`config.mk`:
```
export PLATFORM = sky130hd
export DESIGN_NAME = seq_divider_flat
export DESIGN_NICKNAME = d
export VERILOG_FILES = /design/src/rtl/seq_divider_if.sv /design/src/rtl/seq_divider.sv /design/src/flat_wrapper.sv
export SDC_FILE = /design/constraint.sdc
export NUM_CORES = 1
export LEC_CHECK = 0
export CAP_MARGIN = 20
export CORE_MARGIN = 10
export CORE_UTILIZATION = 50
export CTS_CLUSTER_DIAMETER = 30
export CTS_CLUSTER_SIZE = 20
export DETAILED_ROUTE_END_ITERATION = 10
export PLACE_DENSITY = 0.86
export SLEW_MARGIN = 15
export SYNTH_ARGS = -nofsm -noshare
export SYNTH_HDL_FRONTEND = slang
export SYNTH_SLANG_ARGS = --single-unit
```
`constraint.sdc`:
```
create_clock -name clk -period 5 [get_ports clk]
set_input_delay 1 -clock clk [delete_from_list [all_inputs] [get_ports clk]]
set_output_delay 1 -clock clk [all_outputs]
set_load 0.03 [all_outputs]
```
`src/rtl/seq_divider_if.sv`:
```
// Start/busy/done handshake and operand/result bundle for the iterative divider.
interface seq_divider_if #(
    parameter int N = 8
);
    logic         start;
    logic [N-1:0] dividend;
    logic [N-1:0] divisor;
    logic         busy;
    logic         done;
    logic [N-1:0] quotient;
    logic [N-1:0] remainder;
    logic         div_by_zero;

    modport master (
        output start, dividend, divisor,
        input  busy, done, quotient, remainder, div_by_zero
    );

    modport slave (
        input  start, dividend, divisor,
        output busy, done, quotient, remainder, div_by_zero
    );
endinterface

```
`src/rtl/seq_divider.sv`:
```
// Radix-2 restoring divider, one quotient bit per clock; results held until the next DONE.
//
// state | meaning
// ------+--------------------------------------------------------------
// IDLE  | waiting for start; results from the last operation held
// RUN   | shifting/subtracting, one quotient bit per cycle, N cycles
// DONE  | one-cycle result strobe; a start here is accepted immediately
module seq_divider #(
    parameter int N = 8
) (
    input  logic          clk,
    input  logic          rst_n,
    seq_divider_if.slave  bus
);
    localparam int CW = $clog2(N + 1);

    typedef enum logic [1:0] {
        IDLE = 2'd0,
        RUN  = 2'd1,
        DONE = 2'd2
    } state_t;

    state_t       state;
    logic [N:0]   r;
    logic [N-1:0] q;
    logic [N-1:0] d;
    logic [CW-1:0] cnt;
    logic [N-1:0] quotient_r;
    logic [N-1:0] remainder_r;
    logic         dbz_r;

    logic [N:0]   t;
    logic [N:0]   r_next;
    logic [N-1:0] q_next;
    logic         ge;
    logic         accept;

    assign t      = {r[N-1:0], q[N-1]};
    assign ge     = (t >= {1'b0, d});
    assign r_next = ge ? (t - {1'b0, d}) : t;
    assign q_next = {q[N-2:0], ge};
    assign accept = bus.start && (state != RUN);

    // A restoring step always leaves R < D, so the top remainder bit is never observed.
    logic unused_r_msb;
    assign unused_r_msb = r[N] ^ r_next[N];

    always_ff @(posedge clk or negedge rst_n) begin
        if (!rst_n) begin
            state       <= IDLE;
            r           <= '0;
            q           <= '0;
            d           <= '0;
            cnt         <= '0;
            quotient_r  <= '0;
            remainder_r <= '0;
            dbz_r       <= 1'b0;
        end else if (accept) begin
            d     <= bus.divisor;
            r     <= '0;
            q     <= bus.dividend;
            cnt   <= CW'(N);
            dbz_r <= 1'b0;
            if (bus.divisor == '0) begin
                state       <= DONE;
                quotient_r  <= '1;
                remainder_r <= bus.dividend;
                dbz_r       <= 1'b1;
            end else begin
                state <= RUN;
            end
        end else begin
            case (state)
                RUN: begin
                    r   <= r_next;
                    q   <= q_next;
                    cnt <= cnt - CW'(1);
                    // Last step: publish the values this step produces.
                    if (cnt == CW'(1)) begin
                        state       <= DONE;
                        quotient_r  <= q_next;
                        remainder_r <= r_next[N-1:0];
                    end
                end
                DONE:    state <= IDLE;
                default: state <= IDLE;
            endcase
        end
    end

    assign bus.busy        = (state == RUN);
    assign bus.done        = (state == DONE);
    assign bus.quotient    = quotient_r;
    assign bus.remainder   = remainder_r;
    assign bus.div_by_zero = dbz_r;
endmodule

```
`src/flat_wrapper.sv`:
```
// flat-port wrapper written by rule: the top's interface ports become plain ports
module seq_divider_flat 
#(
    parameter int N = 8
)
  (clk, rst_n, bus_start, bus_dividend, bus_divisor, bus_busy, bus_done, bus_quotient, bus_remainder, bus_div_by_zero);
  seq_divider_if #(.N(N)) bus_i ();
  input  logic clk;
  input  logic rst_n;
  input wire logic [$bits(bus_i.start)-1:0] bus_start;
  input wire logic [$bits(bus_i.dividend)-1:0] bus_dividend;
  input wire logic [$bits(bus_i.divisor)-1:0] bus_divisor;
  output wire logic [$bits(bus_i.busy)-1:0] bus_busy;
  output wire logic [$bits(bus_i.done)-1:0] bus_done;
  output wire logic [$bits(bus_i.quotient)-1:0] bus_quotient;
  output wire logic [$bits(bus_i.remainder)-1:0] bus_remainder;
  output wire logic [$bits(bus_i.div_by_zero)-1:0] bus_div_by_zero;
  assign bus_i.start = bus_start;
  assign bus_i.dividend = bus_dividend;
  assign bus_i.divisor = bus_divisor;
  assign bus_busy = bus_i.busy;
  assign bus_done = bus_i.done;
  assign bus_quotient = bus_i.quotient;
  assign bus_remainder = bus_i.remainder;
  assign bus_div_by_zero = bus_i.div_by_zero;
  seq_divider #(.N(N)) u_core (.clk(clk), .rst_n(rst_n), .bus(bus_i));
endmodule
```
Word-level counts from Yosys, hierarchy flattened
Cells that the tools add are included.
{"block": "classes", "magnitude_cmp": 1, "n_eq_ne": 6, "n_mux": 20, "addsub": 2, "reduce_logical": 5}
{"op": "2-to-1 mux 8 bit", "n": 13}
{"op": "greater-or-equal comparator 9 x 8 -> 1 bit", "n": 1}
{"op": "logical NOT 8 bit", "n": 1}
{"op": "2-to-1 mux 2 bit", "n": 4}
{"op": "2-to-1 mux 4 bit", "n": 2}
{"op": "subtractor 8 bit", "n": 1}
{"op": "equality test 4 x 1 -> 1 bit, second input constant", "n": 1}
{"op": "nonzero test 2 bit", "n": 2}
{"op": "subtractor 4 x 1 -> 4 bit, second input constant", "n": 1}
{"op": "!= test 3 x 1 -> 1 bit, second input constant", "n": 1}
{"op": "AND reduction 3 bit", "n": 1}
{"op": "equality test 2 x 1 -> 1 bit, second input constant", "n": 1}
{"op": "equality test 2 bit, second input constant", "n": 1}
{"op": "!= test 2 x 1 -> 1 bit, second input constant", "n": 1}
{"op": "!= test 2 bit, second input constant", "n": 1}
{"op": "logical AND 1 bit", "n": 1}
{"op": "2-to-1 mux 1 bit", "n": 1}
{"block": "totals", "in_bits": 19, "regBits": 47}

Depth between registers and ports, before layout
Gate-level depths: netlist of the first run.
{"block": "logic_depth", "depth_word": 5, "mapped_depth": 9, "depth_no_buf": 9}

Worst setup path after synthesis of the first run
No wires, ideal clock.
{"block": "synth_timing", "path_kind": "register to output", "startpoint": "register u_core.state[1]", "endpoint": "output bus_busy", "path_buffers": 2, "stages_incl_launch_ff": 5, "path_slack_ns": 2.605, "t_required_ns": 4.000, "t_arrival_ns": 1.395, "cell_sequence": "dfrtp_1 -> nand2b_1 -> inv_1 -> clkbuf_1 -> clkbuf_1"}
{"block": "synth_via", "elab_chain_cells": 1}
{"item": "start, declared", "line": "seq_divider.sv:23", "rtl": "state_t state;"}
{"item": "start signal, assigned", "line": "seq_divider.sv:50", "rtl": "state <= IDLE;"}
{"item": "start signal, assigned", "line": "seq_divider.sv:65", "rtl": "state <= DONE;"}
{"item": "start signal, assigned", "line": "seq_divider.sv:70", "rtl": "state <= RUN;"}
{"item": "equality test 2 x 1 -> 1 bit", "line": "seq_divider.sv:91", "rtl": "assign bus.busy = (state == RUN);"}
{"item": "end, declared", "line": "flat_wrapper.sv:13", "rtl": "output wire logic [$bits(bus_i.busy)-1:0] bus_busy;"}
No other way between the ends.

Worst setup path in the final report of the first run
Same ends and word-level chain as after synthesis.

==> results_tabular.tex, run 1 <==
\begin{tabular}{lr}
\hline
Metric & Value \\
\hline
\multicolumn{2}{l}{\textbf{Logic synthesis}} \\
Top post-synthesis cells by area & dfrtp\_1 47\%, mux2i\_1 5.6\%, ha\_1 5.0\% \\
Share of cell area taken by muxes after synthesis & 0.105 \\
Number of instances in the synthesized netlist & 250 \\
Average cell area after synthesis & 9.93 um2 \\
Largest family of logic cells by synthesized area & simple AND/OR/NAND/NOR gates \\
Async set-reset flop share out of synthesis & 1.00 \\
Syn\_nets & 280 \\
Count of warnings emitted by yosys & 0 \\
Compound-gate portion of the synthesized area & 0.148 \\
Number of flops mapped to enable cells by yosys & 0 \\
Simple-gate share of the synthesized area & 0.154 \\
Adder-Cell Fraction of Synth Area & 0.0585 \\
Fraction of the yosys area taken by sequential cells & 0.474 \\
Proportion of netlist area held by the largest area contributor & 0.474 \\
Post-synthesis cell type with the largest combined area & dfrtp\_1 \\
Main flop type after synthesis & dfrtp\_1 \\
Flop and latch count out of synthesis & 47 \\
Netlist area before placement & 2480 um2 \\
Synthesized-area fraction occupied by xor and xnor cells & 0.0212 \\
Distinct cell type count after synthesis & 45 \\
\multicolumn{2}{l}{\textbf{Detailed routing}} \\
Final WL & 5.67 mm \\
Drc violations & 0 \\
Number of routed nets with antenna violations & 0 \\
First-iteration detailed-routing DRC count & 179 \\
Total via count in the routed design & between 2000 and 2500 \\
Wirelength per Cell & about 16 um \\
Via count normalized by instance count & $\sim$5.7 \\
Pre-antenna DRT Iters & 4 \\
\multicolumn{2}{l}{\textbf{Floorplan}} \\
Core Region & approximately 4800 um2 \\
Horizontal extent of the die & 90.5 um \\
Area of the die & 8180 um2 \\
Height of the die & 90.5 um \\
Number of core rows & 25 \\
I/O pin count & 38 \\
Initial core utilization & 0.522 \\
\multicolumn{2}{l}{\textbf{Critical path}} \\
Critical Path, Cell by Cell & nand2b\_1 > buf\_4 > inv\_1 > clkdlybuf4s50\_1 \\
Worst reg2reg path startpoint & u\_core.r[2]\$\_DFFE\_PN0P\_ \\
Setup slack of the worst register-to-register path & 2.49 ns \\
Cells on worst reg2reg path & 7 \\
Critical Path Source & u\_core.state[1]\$\_DFFE\_PN0P\_ \\
Endpoint of the lowest-slack register-to-register path & u\_core.bus.remainder[0]\$\_DFFE\_PN0P\_ \\
CP max stage delay & 0.80 ns \\
Data arrival time of the critical path & $\sim$2.3 ns \\
Type of element capturing the critical path & primary output \\
Required time worst endpoint & around 4.0 ns \\
Category of the worst setup path launch point & register \\
Largest fanout of any net on the critical path & 24 \\
Crit path kind & reg2out \\
Buf+Inv Stages, Crit Path & 3 \\
Slowest cell on the critical path & clkdlybuf4s50\_1 \\
Cell type group with the largest total delay on the critical path & buffers and inverters \\
\multicolumn{2}{l}{\textbf{Power and ir drop}} \\
Clk network pwr share & 0.103 \\
Int Power & $\sim$1.2 mW \\
Combinational share of power & 0.588 \\
Final Power & approximately 2.2 mW \\
Max VDD drop & 0.322 mV \\
Sequential power share & 0.309 \\
Share of total power consumed by net switching & 0.441 \\
Sw Pwr & 0.963 mW \\
PD cells & 727 nW/um2 \\
Leak pwr & around 1.3 nW \\
\multicolumn{2}{l}{\textbf{Placement}} \\
Port Buffer Count & 37 \\
DPL Wire Length & between 4 and 5 mm \\
Cell Count Post-Placement & 344 \\
Placement-stage worst setup slack & roughly 1.7 ns \\
Final weighted congestion in routability-driven placement & 0.803 \\
\multicolumn{2}{l}{\textbf{Clocking}} \\
Max Buffers Root-to-Sink & 2 \\
Number of gates resized after CTS & 0 \\
Clock sinks & 47 \\
Setup Buffers After CTS & 0 \\
Post-CTS clock slew at the launch and capture registers of the worst setup and hold paths & 0.09 ns \\
Hold bufs inserted after CTS & 0 \\
Number of CTS-inserted buffers & 5 \\
Clock H-tree levels & 2 \\
Clock Latency Late Sink & 0.30 ns \\
CTS Root Buffer Type & clkbuf\_8 \\
CTS tree & built \\
\multicolumn{2}{l}{\textbf{Layout}} \\
Filler cell count & 398 \\
Commonest cells after routing, fill and taps aside & 47 x dfrtp\_1, 36 x clkdlybuf4s50\_1, 25 x o21ai\_0 \\
Area delta synth->final & 21.0\% \\
ANT cells & 0 \\
Number of cells in the finished layout apart from fillers & 352 \\
Multi-input gate area & 1210 um2 \\
Nets@finish & $\sim$320 \\
Fraction of layout instances using a drive strength above 1 & 0.109 \\
Area occupied by registers & 1180 um2 \\
Post-Route Utilization & 0.632 \\
Most common cell after layout, fill and taps aside & dfrtp\_1 \\
\multicolumn{2}{l}{\textbf{STA}} \\
PnR worst setup slack & 1.69 ns \\
Setup violations, final & 0 \\
Final cycle utilization of the critical path & 0.661 \\
Final setup skew & 0.0130 ns \\
Post-layout minimum cycle time & 3.31 ns \\
Worst slew margin & 0.341 \\
Slew at the pin closest to its max-slew limit & 0.988 ns \\
Final Hold Vio Count & 0 \\
Setup total negative slack & 0 ns \\
Max-slew violation count & 0 \\
Fmax achieved & 302 MHz \\
Unrepaired setup endpoints after global routing & false \\
\multicolumn{2}{l}{\textbf{Global routing}} \\
GRT Resource Usage Total & 0.142 \\
Via count of the first global-routing pass & 2119 \\
Maximum number of pins on one net before global-route repair & 48 \\
Initial antenna violation count & 0 \\
Total global routing overflow & 0 \\
Wire length of the first global-routing pass & between 9 and 10 mm \\
\multicolumn{2}{l}{\textbf{Min path}} \\
Worst hold path startpoint & u\_core.bus.div\_by\_zero\$\_DFFE\_PN0P\_ \\
Worst Hold Depth & 2 \\
Hold path endpoint & u\_core.bus.div\_by\_zero\$\_DFFE\_PN0P\_ \\
Worst min path class & reg2reg \\
\multicolumn{2}{l}{\textbf{Outcome}} \\
Run status & complete, no violations \\
\multicolumn{2}{l}{\textbf{Run}} \\
Number of violations of the max-capacitance limit & 0 \\
\hline
\end{tabular}
-- registers in the layout, summed over array words and instances (netlist names) --
register	count
u_core.d	8
u_core.q	8
u_core.cnt	4
u_core.r	8
u_core.state	2
u_core.bus.remainder	8
u_core.bus.quotient	8
u_core.bus.div_by_zero	1
-- cell families after synthesis --
kind of cell             count (synthesis)
buffers and inverters                   24
XOR/XNOR                                 6
AO/OA/AOI/OAI                           64
AND/OR/NAND/NOR                         74
adder cells (fa/ha/maj)                 11
multiplexers                            24
flip-flops                              47
-- how the worst max path moves through the flow --
| stage | cells after the start | end | slack (ns) |
|---|---|---|---|
| 3_5_place_dp | 7 | u_core.bus.remainder[7]$_DFFE_PN0P_ | 1.70 |
| 2_1_floorplan | 4 | bus_busy | 2.60 |
| 6_report | 4 | bus_busy | 1.69 |
| 5_1_grt | 4 | bus_busy | 1.58 |
| 3_3_place_gp | 7 | u_core.bus.remainder[7]$_DFFE_PN0P_ | 1.82 |
| 4_1_cts | 4 | bus_busy | 1.67 |
-- worst register-to-register path: stages, from the launching register on --
cell and delay, ns:
dfrtp_1 0.42, ha_1 0.35, a21o_1 0.21, a21oi_2 0.22
a31oi_1 0.14, o32ai_2 0.57, mux2_4 0.38, o22ai_2 0.17
-- power groups by stage --
| stage | logic, mW | registers [mW] | clock network [mW] |
|---|---|---|---|
| floorplan | 0.850 | 0.762 | 0 |
| global placement | 1.23 | 0.675 | 0 |
| detailed placement | 1.28 | 0.680 | 0 |
| CTS | 1.29 | 0.673 | 0.229 |
| global route | 1.43 | 0.693 | 0.242 |
| finish | 1.28 | 0.674 | 0.225 |
-- metal layers --
metal,up-vias,GRT usage,wire (um)
met5,-,0,0
met3,13,0.0399,256
met2,47,0.253,3010
met1,999,0.156,2260
li1,944,-,-
met4,0,0.0544,136
-- synth_stat cells, types with 2 or more instances --
cell type / instances
mux2_2: 8
ha_1: 10
a21oi_1: 17
dfrtp_1: 47
or3_1: 4
nor2b_1: 4
mux2i_1: 14
o21ai_1: 7
and3_1: 3
mux2_4: 2
o21ai_0: 25
or4_1: 2
nor2_1: 24
inv_1: 12
xnor2_1: 4
o22ai_1: 3
nand2_1: 17
nand3b_1: 8
a211oi_1: 2
or2_2: 2
o22ai_2: 2
clkbuf_1: 9
xor2_1: 2
-- stage by stage --
stage | instance area [um2] | hold slack, ns
final | 3000 | 0.496
after detailed placement | 2900 | 0.470
after CTS | 2980 | 0.502
after floorplan | 2480 | 0.464
after global routing | 3000 | 0.522
after global placement | 2900 | 0.478
-- cell type report --
type,instances,area share
flip-flops and latches,47,0.392
inverters,12,0.0150
multi-input cells,179,0.405
clock buffers,5,0.0229
well taps,67,0.0279
repair buffers,40,0.133
clock inverters,2,0.00458
No activity file was read; power rests on OpenSTA's default activity.
==> run 2: changes to the inputs <==
--- a/config.mk
+++ b/config.mk
@@ -7,7 +7,7 @@
 export LEC_CHECK = 0
 export CAP_MARGIN = 20
 export CORE_MARGIN = 10
-export CORE_UTILIZATION = 50
+export CORE_UTILIZATION = 48
 export CTS_CLUSTER_DIAMETER = 30
 export CTS_CLUSTER_SIZE = 20
 export DETAILED_ROUTE_END_ITERATION = 10
==> constraint.sdc (replaced) <==
create_clock -name clk -period 2.8 [get_ports clk]
set_input_delay 0.56 -clock clk [delete_from_list [all_inputs] [get_ports clk]]
set_output_delay 0.56 -clock clk [all_outputs]
set_load 0.03 [all_outputs]
==> run 2 against run 1 <==
Compared with the run above:
- register-to-register slack lost 2.0 ns
- combinational power increased by 83%
- die area up 3.2%
- sequential power grew 80%
- final cell count up 2.8%
- count of clock-buffer cells in the layout increased by 1
- global-route usage is essentially flat
- critical endpoint is now u_core.bus.remainder[1]$_DFFE_PN0P_
- largest cell class unchanged
==> results_tabular.tex, run 2 (synthesis results as in run 1) <==
\begin{tabular}{lr}
\hline
Metric & Value \\
\hline
\multicolumn{2}{l}{\textbf{Clocking}} \\
Post-CTS clock slew at the launch and capture registers of the worst setup and hold paths & 0.08 ns (was 0.09 ns) \\
Clock H-tree levels & 2 (unchanged) \\
Setup Buffers After CTS & 0 (unchanged) \\
CTS Root Buffer Type & clkbuf\_8 (unchanged) \\
Max Buffers Root-to-Sink & 2 (unchanged) \\
Clock Latency Late Sink & 0.30 ns (about the same) \\
Hold bufs inserted after CTS & 0 (unchanged) \\
Clock sinks & 47 (unchanged) \\
Number of CTS-inserted buffers & 5 (unchanged) \\
Number of gates resized after CTS & 0 (unchanged) \\
CTS tree & built (unchanged) \\
\multicolumn{2}{l}{\textbf{Layout}} \\
Most common cell after layout, fill and taps aside & dfrtp\_1 (unchanged) \\
Filler cell count & 427 (was 398) \\
Nets@finish & 322 (was 315) \\
ANT cells & 0 (unchanged) \\
Commonest cells after routing, fill and taps aside & 47 x dfrtp\_1, 36 x clkdlybuf4s50\_1, 25 x o21ai\_0 (unchanged) \\
Fraction of layout instances using a drive strength above 1 & 0.127 (was 0.109) \\
Post-Route Utilization & 0.604 (was 0.632) \\
Multi-input gate area & 1210 um2 (unchanged) \\
Area delta synth->final & 23.5\% (was 21.0\%) \\
Area occupied by registers & 1180 um2 (unchanged) \\
\multicolumn{2}{l}{\textbf{Critical path}} \\
Cells on worst reg2reg path & 8 (was 7) \\
Setup slack of the worst register-to-register path & 0.49 ns (was 2.49 ns) \\
Data arrival time of the critical path & 2.54 ns (was 2.31 ns) \\
Largest fanout of any net on the critical path & 10 (was 24) \\
Type of element capturing the critical path & register (was primary output) \\
Required time worst endpoint & 3.03 ns (was 4.00 ns) \\
Category of the worst setup path launch point & register (unchanged) \\
Slowest cell on the critical path & dfrtp\_1 (was clkdlybuf4s50\_1) \\
Crit path kind & reg2reg (was reg2out) \\
Critical Path, Cell by Cell & ha\_1 > a21o\_1 > a21oi\_2 > a31oi\_1 > o32ai\_2 > buf\_4 > mux2\_4 > o22ai\_2 (was nand2b\_1 > buf\_4 > inv\_1 > clkdlybuf4s50\_1) \\
CP max stage delay & 0.41 ns (was 0.80 ns) \\
\multicolumn{2}{l}{\textbf{Global routing}} \\
Met3 Resource Use GR & 0.0293 (was 0.0399) \\
Total global routing overflow & 0 (unchanged) \\
Met2 layer usage reported by global route & 0.243 (was 0.253) \\
Via count of the first global-routing pass & 2081 (was 2119) \\
Initial antenna violation count & 0 (unchanged) \\
GR peak layer & met2 (unchanged) \\
Maximum number of pins on one net before global-route repair & 25 (was 48) \\
Wire length of the first global-routing pass & 9.97 mm (was 9.88 mm) \\
GRT Resource Usage Total & 0.142 (about the same) \\
Met1 routing resource usage after global routing & 0.169 (was 0.156) \\
\multicolumn{2}{l}{\textbf{Floorplan}} \\
Area of the die & 8450 um2 (was 8180 um2) \\
Horizontal extent of the die & 91.9 um (was 90.5 um) \\
I/O pin count & 38 (unchanged) \\
Height of the die & 91.9 um (was 90.5 um) \\
Core Region & 5070 um2 (was 4750 um2) \\
Initial core utilization & 0.489 (was 0.522) \\
Number of core rows & 26 (was 25) \\
\multicolumn{2}{l}{\textbf{STA}} \\
PnR worst setup slack & 0.490 ns (was 1.69 ns) \\
Slew at the pin closest to its max-slew limit & 0.534 ns (was 0.988 ns) \\
Setup violations, final & 0 (unchanged) \\
Max-slew violation count & 0 (unchanged) \\
Final Hold Vio Count & 0 (unchanged) \\
Post-layout minimum cycle time & 2.31 ns \\
Setup total negative slack & 0 ns (unchanged) \\
Min Hold Slack & 0.219 ns (was 0.496 ns) \\
Unrepaired setup endpoints after global routing & false (unchanged) \\
Fmax achieved & approximately 430 MHz \\
Worst slew margin & 0.643 (was 0.341) \\
Final cycle utilization of the critical path & 0.825 \\
Final setup skew & 0.00681 ns (was 0.0130 ns) \\
\multicolumn{2}{l}{\textbf{Detailed routing}} \\
Via count normalized by instance count & 5.59 (was 5.69) \\
Number of routed nets with antenna violations & 0 (unchanged) \\
Final WL & 5.87 mm (was 5.67 mm) \\
First-iteration detailed-routing DRC count & 198 (was 179) \\
Pre-antenna DRT Iters & 5 (was 4) \\
Wirelength per Cell & 16.2 um (was 16.1 um) \\
Drc violations & 0 (unchanged) \\
Total via count in the routed design & 2022 (was 2003) \\
\multicolumn{2}{l}{\textbf{Power and ir drop}} \\
Sw Pwr & 1.73 mW (was 0.963 mW) \\
PD cells & 1310 nW/um2 (was 727 nW/um2) \\
Max VDD drop & 0.645 mV (was 0.322 mV) \\
Clk network pwr share & 0.119 (was 0.103) \\
Int Power & 2.30 mW (was 1.22 mW) \\
Combinational share of power & 0.581 (was 0.588) \\
Sequential power share & 0.300 (was 0.309) \\
Share of total power consumed by net switching & 0.428 (was 0.441) \\
Leak pwr & 1.38 nW (was 1.35 nW) \\
\multicolumn{2}{l}{\textbf{Run}} \\
Number of violations of the max-capacitance limit & 0 (unchanged) \\
\multicolumn{2}{l}{\textbf{Placement}} \\
Placement-stage worst setup slack & 0.217 ns (was 1.70 ns) \\
DPL Wire Length & 4.44 mm (was 4.05 mm) \\
Port Buffer Count & 37 (unchanged) \\
Final weighted congestion in routability-driven placement & 0.854 (was 0.803) \\
\multicolumn{2}{l}{\textbf{Min path}} \\
Worst min path class & in2async (was reg2reg) \\
\multicolumn{2}{l}{\textbf{Outcome}} \\
Run status & complete, no violations (unchanged) \\
\hline
\end{tabular}
==> run 2: stage by stage <==
step                      power (mW)  cell area, um2  std cells
after detailed placement        3.55            2960        355
after CTS                       4.04            3070        362
after floorplan                 2.88            2480        250
final                           4.03            3070        362
after global placement          3.46            2960        355
after global routing            4.35            3070        362
==> run 2: worst max-delay path, delay by kind of cell, from the launching register on <==
family	cells	cell delay, ns
AOI/OAI and AO/OA	5	0.90
adders and majority gates	1	0.33
buffers and inverters	1	0.25
DFF	1	0.41
muxes	1	0.34
==> run 2: cell type report <==
type / instances / area share
inverter: 12 / 0.0147
clock inverter: 1 / 0.00979
timing repair buffer: 47 / 0.144
multi-input combinational: 179 / 0.396
tap: 70 / 0.0286
clock buffer: 6 / 0.0237
sequential: 47 / 0.384
==> run 2: worst paths after layout <==
check	start	to
setup / recovery	u_core.r[2]$_DFFE_PN0P_	u_core.bus.remainder[1]$_DFFE_PN0P_
hold / removal	rst_n	u_core.d[2]$_DFFE_PN0P_
setup reg to reg	u_core.r[2]$_DFFE_PN0P_	u_core.bus.remainder[1]$_DFFE_PN0P_
hold reg to reg	u_core.q[0]$_DFFE_PN0P_	u_core.q[1]$_DFFE_PN0P_
max in group asynchronous	rst_n	u_core.state[0]$_DFFE_PN0P_
min in group clk	u_core.q[0]$_DFFE_PN0P_	u_core.q[1]$_DFFE_PN0P_
==> run 2: metal layers <==
| metal | routed length, um | up-vias | share of wire |
|---|---|---|---|
| met3 | 318 | 11 | 0.054 |
| li1 | - | 956 | - |
| met5 | 0 | - | 0 |
| met1 | 2500 | 998 | 0.43 |
| met2 | 2940 | 57 | 0.50 |
| met4 | 114 | 0 | 0.019 |
==> run 2: power groups by stage <==
stage                     combinational [mW]  sequential [mW]  clock (mW)
after detailed placement                2.33             1.22           0
after floorplan                         1.52             1.36           0
final                                   2.34             1.21       0.480
after CTS                               2.35             1.21       0.482
after global placement                  2.25             1.21           0
after global routing                    2.59             1.25       0.517
==> run 3: changes to the inputs <==
--- a/config.mk
+++ b/config.mk
@@ -7,7 +7,7 @@
 export LEC_CHECK = 0
 export CAP_MARGIN = 20
 export CORE_MARGIN = 10
-export CORE_UTILIZATION = 48
+export CORE_UTILIZATION = 50
 export CTS_CLUSTER_DIAMETER = 30
 export CTS_CLUSTER_SIZE = 20
 export DETAILED_ROUTE_END_ITERATION = 10
==> constraint.sdc (replaced) <==
create_clock -name clk -period 2.2 [get_ports clk]
set_input_delay 0.44 -clock clk [delete_from_list [all_inputs] [get_ports clk]]
set_output_delay 0.44 -clock clk [all_outputs]
set_load 0.03 [all_outputs]
==> run 3 against run 2 <==
Compared with the run above:
- utilization is 9.2 points higher
- die area shrank 3.1%
- worst setup slack worse by 0.47 ns
- clock skew shrank 0.00085 ns
- maximum frequency is 6.0% higher
- critical path depth grew 1
- register-to-register slack worse by 0.47 ns
- combinational power increased by 51%
- first-iteration DRC count grew 37%
- critical endpoint unchanged
- power rose by 40%
- largest power group unchanged
==> results_tabular.tex, run 3 (synthesis results as in run 1) <==
\begin{tabular}{lr}
\hline
Metric & Value \\
\hline
\multicolumn{2}{l}{\textbf{Outcome}} \\
Run status & complete, no violations (unchanged) \\
\multicolumn{2}{l}{\textbf{Critical path}} \\
Data arrival time of the critical path & 2.41 ns (was 2.54 ns) \\
Category of the worst setup path launch point & register (unchanged) \\
Required time worst endpoint & 2.43 ns (was 3.03 ns) \\
Worst reg2reg path startpoint & u\_core.d[1]\$\_DFFE\_PN0P\_ (was u\_core.r[2]\$\_DFFE\_PN0P\_) \\
Largest fanout of any net on the critical path & 5 (was 10) \\
Setup slack of the worst register-to-register path & 0.02 ns (was 0.49 ns) \\
Type of element capturing the critical path & register (unchanged) \\
Cells on worst reg2reg path & 9 (was 8) \\
Crit path kind & reg2reg (unchanged) \\
Endpoint of the lowest-slack register-to-register path & u\_core.bus.remainder[1]\$\_DFFE\_PN0P\_ (unchanged) \\
\multicolumn{2}{l}{\textbf{Clocking}} \\
Clock sinks & 47 (unchanged) \\
Post-CTS clock slew at the launch and capture registers of the worst setup and hold paths & 0.09 ns (was 0.08 ns) \\
Max Buffers Root-to-Sink & 2 (unchanged) \\
Number of CTS-inserted buffers & 5 (unchanged) \\
CTS Root Buffer Type & clkbuf\_8 (unchanged) \\
Clock Latency Late Sink & 0.30 ns (about the same) \\
CTS tree & built (unchanged) \\
Clock H-tree levels & 2 (unchanged) \\
\multicolumn{2}{l}{\textbf{Placement}} \\
DPL Wire Length & 4.61 mm (was 4.44 mm) \\
Cell Count Post-Placement & 364 (was 355) \\
Final weighted congestion in routability-driven placement & 0.900 (was 0.854) \\
Port Buffer Count & 37 (unchanged) \\
\multicolumn{2}{l}{\textbf{Layout}} \\
Fraction of layout instances using a drive strength above 1 & 0.219 (was 0.127) \\
Filler cell count & 351 (was 427) \\
ANT cells & 0 (unchanged) \\
Most common cell after layout, fill and taps aside & dfrtp\_1 (unchanged) \\
Number of cells in the finished layout apart from fillers & 377 (was 362) \\
Area occupied by registers & 1180 um2 (about the same) \\
Commonest cells after routing, fill and taps aside & 46 x dfrtp\_1, 35 x clkdlybuf4s50\_1, 25 x o21ai\_0, 25 x buf\_4, 24 x nor2\_1 (was 47 x dfrtp\_1, 36 x clkdlybuf4s50\_1, 25 x o21ai\_0) \\
Nets@finish & 339 (was 322) \\
Multi-input gate area & 1330 um2 (was 1210 um2) \\
Area delta synth->final & 33.4\% (was 23.5\%) \\
\multicolumn{2}{l}{\textbf{Floorplan}} \\
Number of core rows & 25 (was 26) \\
Horizontal extent of the die & 90.5 um (was 91.9 um) \\
Core Region & 4750 um2 (was 5070 um2) \\
Area of the die & 8180 um2 (was 8450 um2) \\
I/O pin count & 38 (unchanged) \\
Height of the die & 90.5 um (was 91.9 um) \\
Initial core utilization & 0.522 (was 0.489) \\
\multicolumn{2}{l}{\textbf{Detailed routing}} \\
Wirelength per Cell & 17.2 um (was 16.2 um) \\
Final WL & 6.50 mm (was 5.87 mm) \\
First-iteration detailed-routing DRC count & 272 (was 198) \\
Sum of met3 wire segment lengths after detailed routing & 429 um (was 318 um) \\
Drc violations & 0 (unchanged) \\
Number of routed nets with antenna violations & 0 (unchanged) \\
Met2 wire length & 3.38 mm (was 2.94 mm) \\
Pre-antenna DRT Iters & 4 (was 5) \\
Top Metal Used & met4 (unchanged) \\
Total via count in the routed design & 2125 (was 2022) \\
WL met1 & 2.60 mm (was 2.50 mm) \\
Via count normalized by instance count & 5.64 (was 5.59) \\
\multicolumn{2}{l}{\textbf{STA}} \\
Final setup skew & 0.00596 ns (was 0.00681 ns) \\
Final Hold Vio Count & 0 (unchanged) \\
Final cycle utilization of the critical path & 0.991 (was 0.825) \\
Fmax achieved & 459 MHz (was 433 MHz) \\
Max-slew violation count & 0 (unchanged) \\
Worst slew margin & 0.734 (was 0.643) \\
Setup violations, final & 0 (unchanged) \\
Slew at the pin closest to its max-slew limit & 0.397 ns (was 0.534 ns) \\
Post-layout minimum cycle time & 2.18 ns (was 2.31 ns) \\
\multicolumn{2}{l}{\textbf{Global routing}} \\
GRT Resource Usage Total & 0.157 (was 0.142) \\
Wire length of the first global-routing pass & 10.8 mm (was 9.97 mm) \\
Via count of the first global-routing pass & 2173 (was 2081) \\
Maximum number of pins on one net before global-route repair & 29 (was 25) \\
Total global routing overflow & 0 (unchanged) \\
Initial antenna violation count & 0 (unchanged) \\
\multicolumn{2}{l}{\textbf{Min path}} \\
Worst min path class & in2async (unchanged) \\
\multicolumn{2}{l}{\textbf{Power and ir drop}} \\
Leak pwr & 1.46 nW (was 1.38 nW) \\
Final Power & 5.63 mW (was 4.03 mW) \\
Max VDD drop & 0.752 mV (was 0.645 mV) \\
PD cells & 1700 nW/um2 (was 1310 nW/um2) \\
\multicolumn{2}{l}{\textbf{Run}} \\
Number of violations of the max-capacitance limit & 0 (unchanged) \\
\hline
\end{tabular}
[run 3: cell types whose count changed in the layout (fill, tap and decap cells not counted), sizes merged]
cell,change
buf,+16
bufinv,-1
clkbuf,+1
clkdlybuf4s50,-1
clkinv,+1
clkinvlp,+1
dlygate4sd3,+1
[run 3: timing repair]
item,in CTS,in global routing
hold buffers,1,0
gates resized for setup,1,20
endpoints found under the setup margin,9,16
hold endpoints to repair,1,0
cloned,0,1
pin swaps,1,3
buffers inserted,1,2
[run 3: final cells by class]
| cell class | count | area share |
|---|---|---|
| clock buffer | 6 | 0.0219 |
| clock inverter | 2 | 0.00378 |
| timing repair buffer | 64 | 0.178 |
| inverter | 12 | 0.0136 |
| multi-input combinational | 179 | 0.402 |
| sequential | 47 | 0.355 |
| tap | 67 | 0.0253 |
[run 3: worst max-delay path by stage]
stage,endpoint,slack [ns],from
after global routing,u_core.bus.remainder[0]$_DFFE_PN0P_,-0.01,u_core.d[1]$_DFFE_PN0P_
after global placement,u_core.bus.remainder[3]$_DFFE_PN0P_,-0.12,bus_divisor[5]
after floorplan,u_core.bus.remainder[0]$_DFFE_PN0P_,0.18,u_core.r[2]$_DFFE_PN0P_
after detailed placement,u_core.bus.remainder[3]$_DFFE_PN0P_,-0.20,bus_divisor[1]
final,u_core.bus.remainder[1]$_DFFE_PN0P_,0.02,u_core.d[1]$_DFFE_PN0P_
after CTS,u_core.bus.remainder[0]$_DFFE_PN0P_,0.001,u_core.r[3]$_DFFE_PN0P_
[run 3: stage by stage]
step                      setup TNS, ns  hold slack (ns)  setup WS [ns]   util  instance area, um2
after floorplan                       0            0.144          0.175      -                2480
after global placement           -0.662            0.233         -0.123  0.644                3060
after detailed placement          -1.78            0.232         -0.204  0.644                3060
after CTS                             0            0.445        0.00116  0.667                3170
after global routing            -0.0419            0.446        -0.0113  0.697                3310
final                                 0            0.442         0.0204  0.697                3310
[run 3: critical path: stages, from the launching register on]
cell and delay [ns]:
dfrtp_1 0.40, inv_2 0.07, ha_4 0.21, nor2b_2 0.17, o21ai_4 0.24, a31oi_4 0.13
o32ai_4 0.18, clkbuf_16 0.22, mux2_4 0.31, o22ai_2 0.16
[run 3: per-layer routing]
layer  global-route usage  vias to the layer above
met5                    0                        -
met4               0.0491                        0
met3               0.0474                       10
met2                0.264                       89
met1                0.186                     1032
li1                     -                      994
[run 3: report_power, final]
group	switching [mW]	total (mW)	internal, mW
Clock	0.300	0.523	0.223
Combinational	1.88	3.54	1.67
Sequential	0.295	1.57	1.27
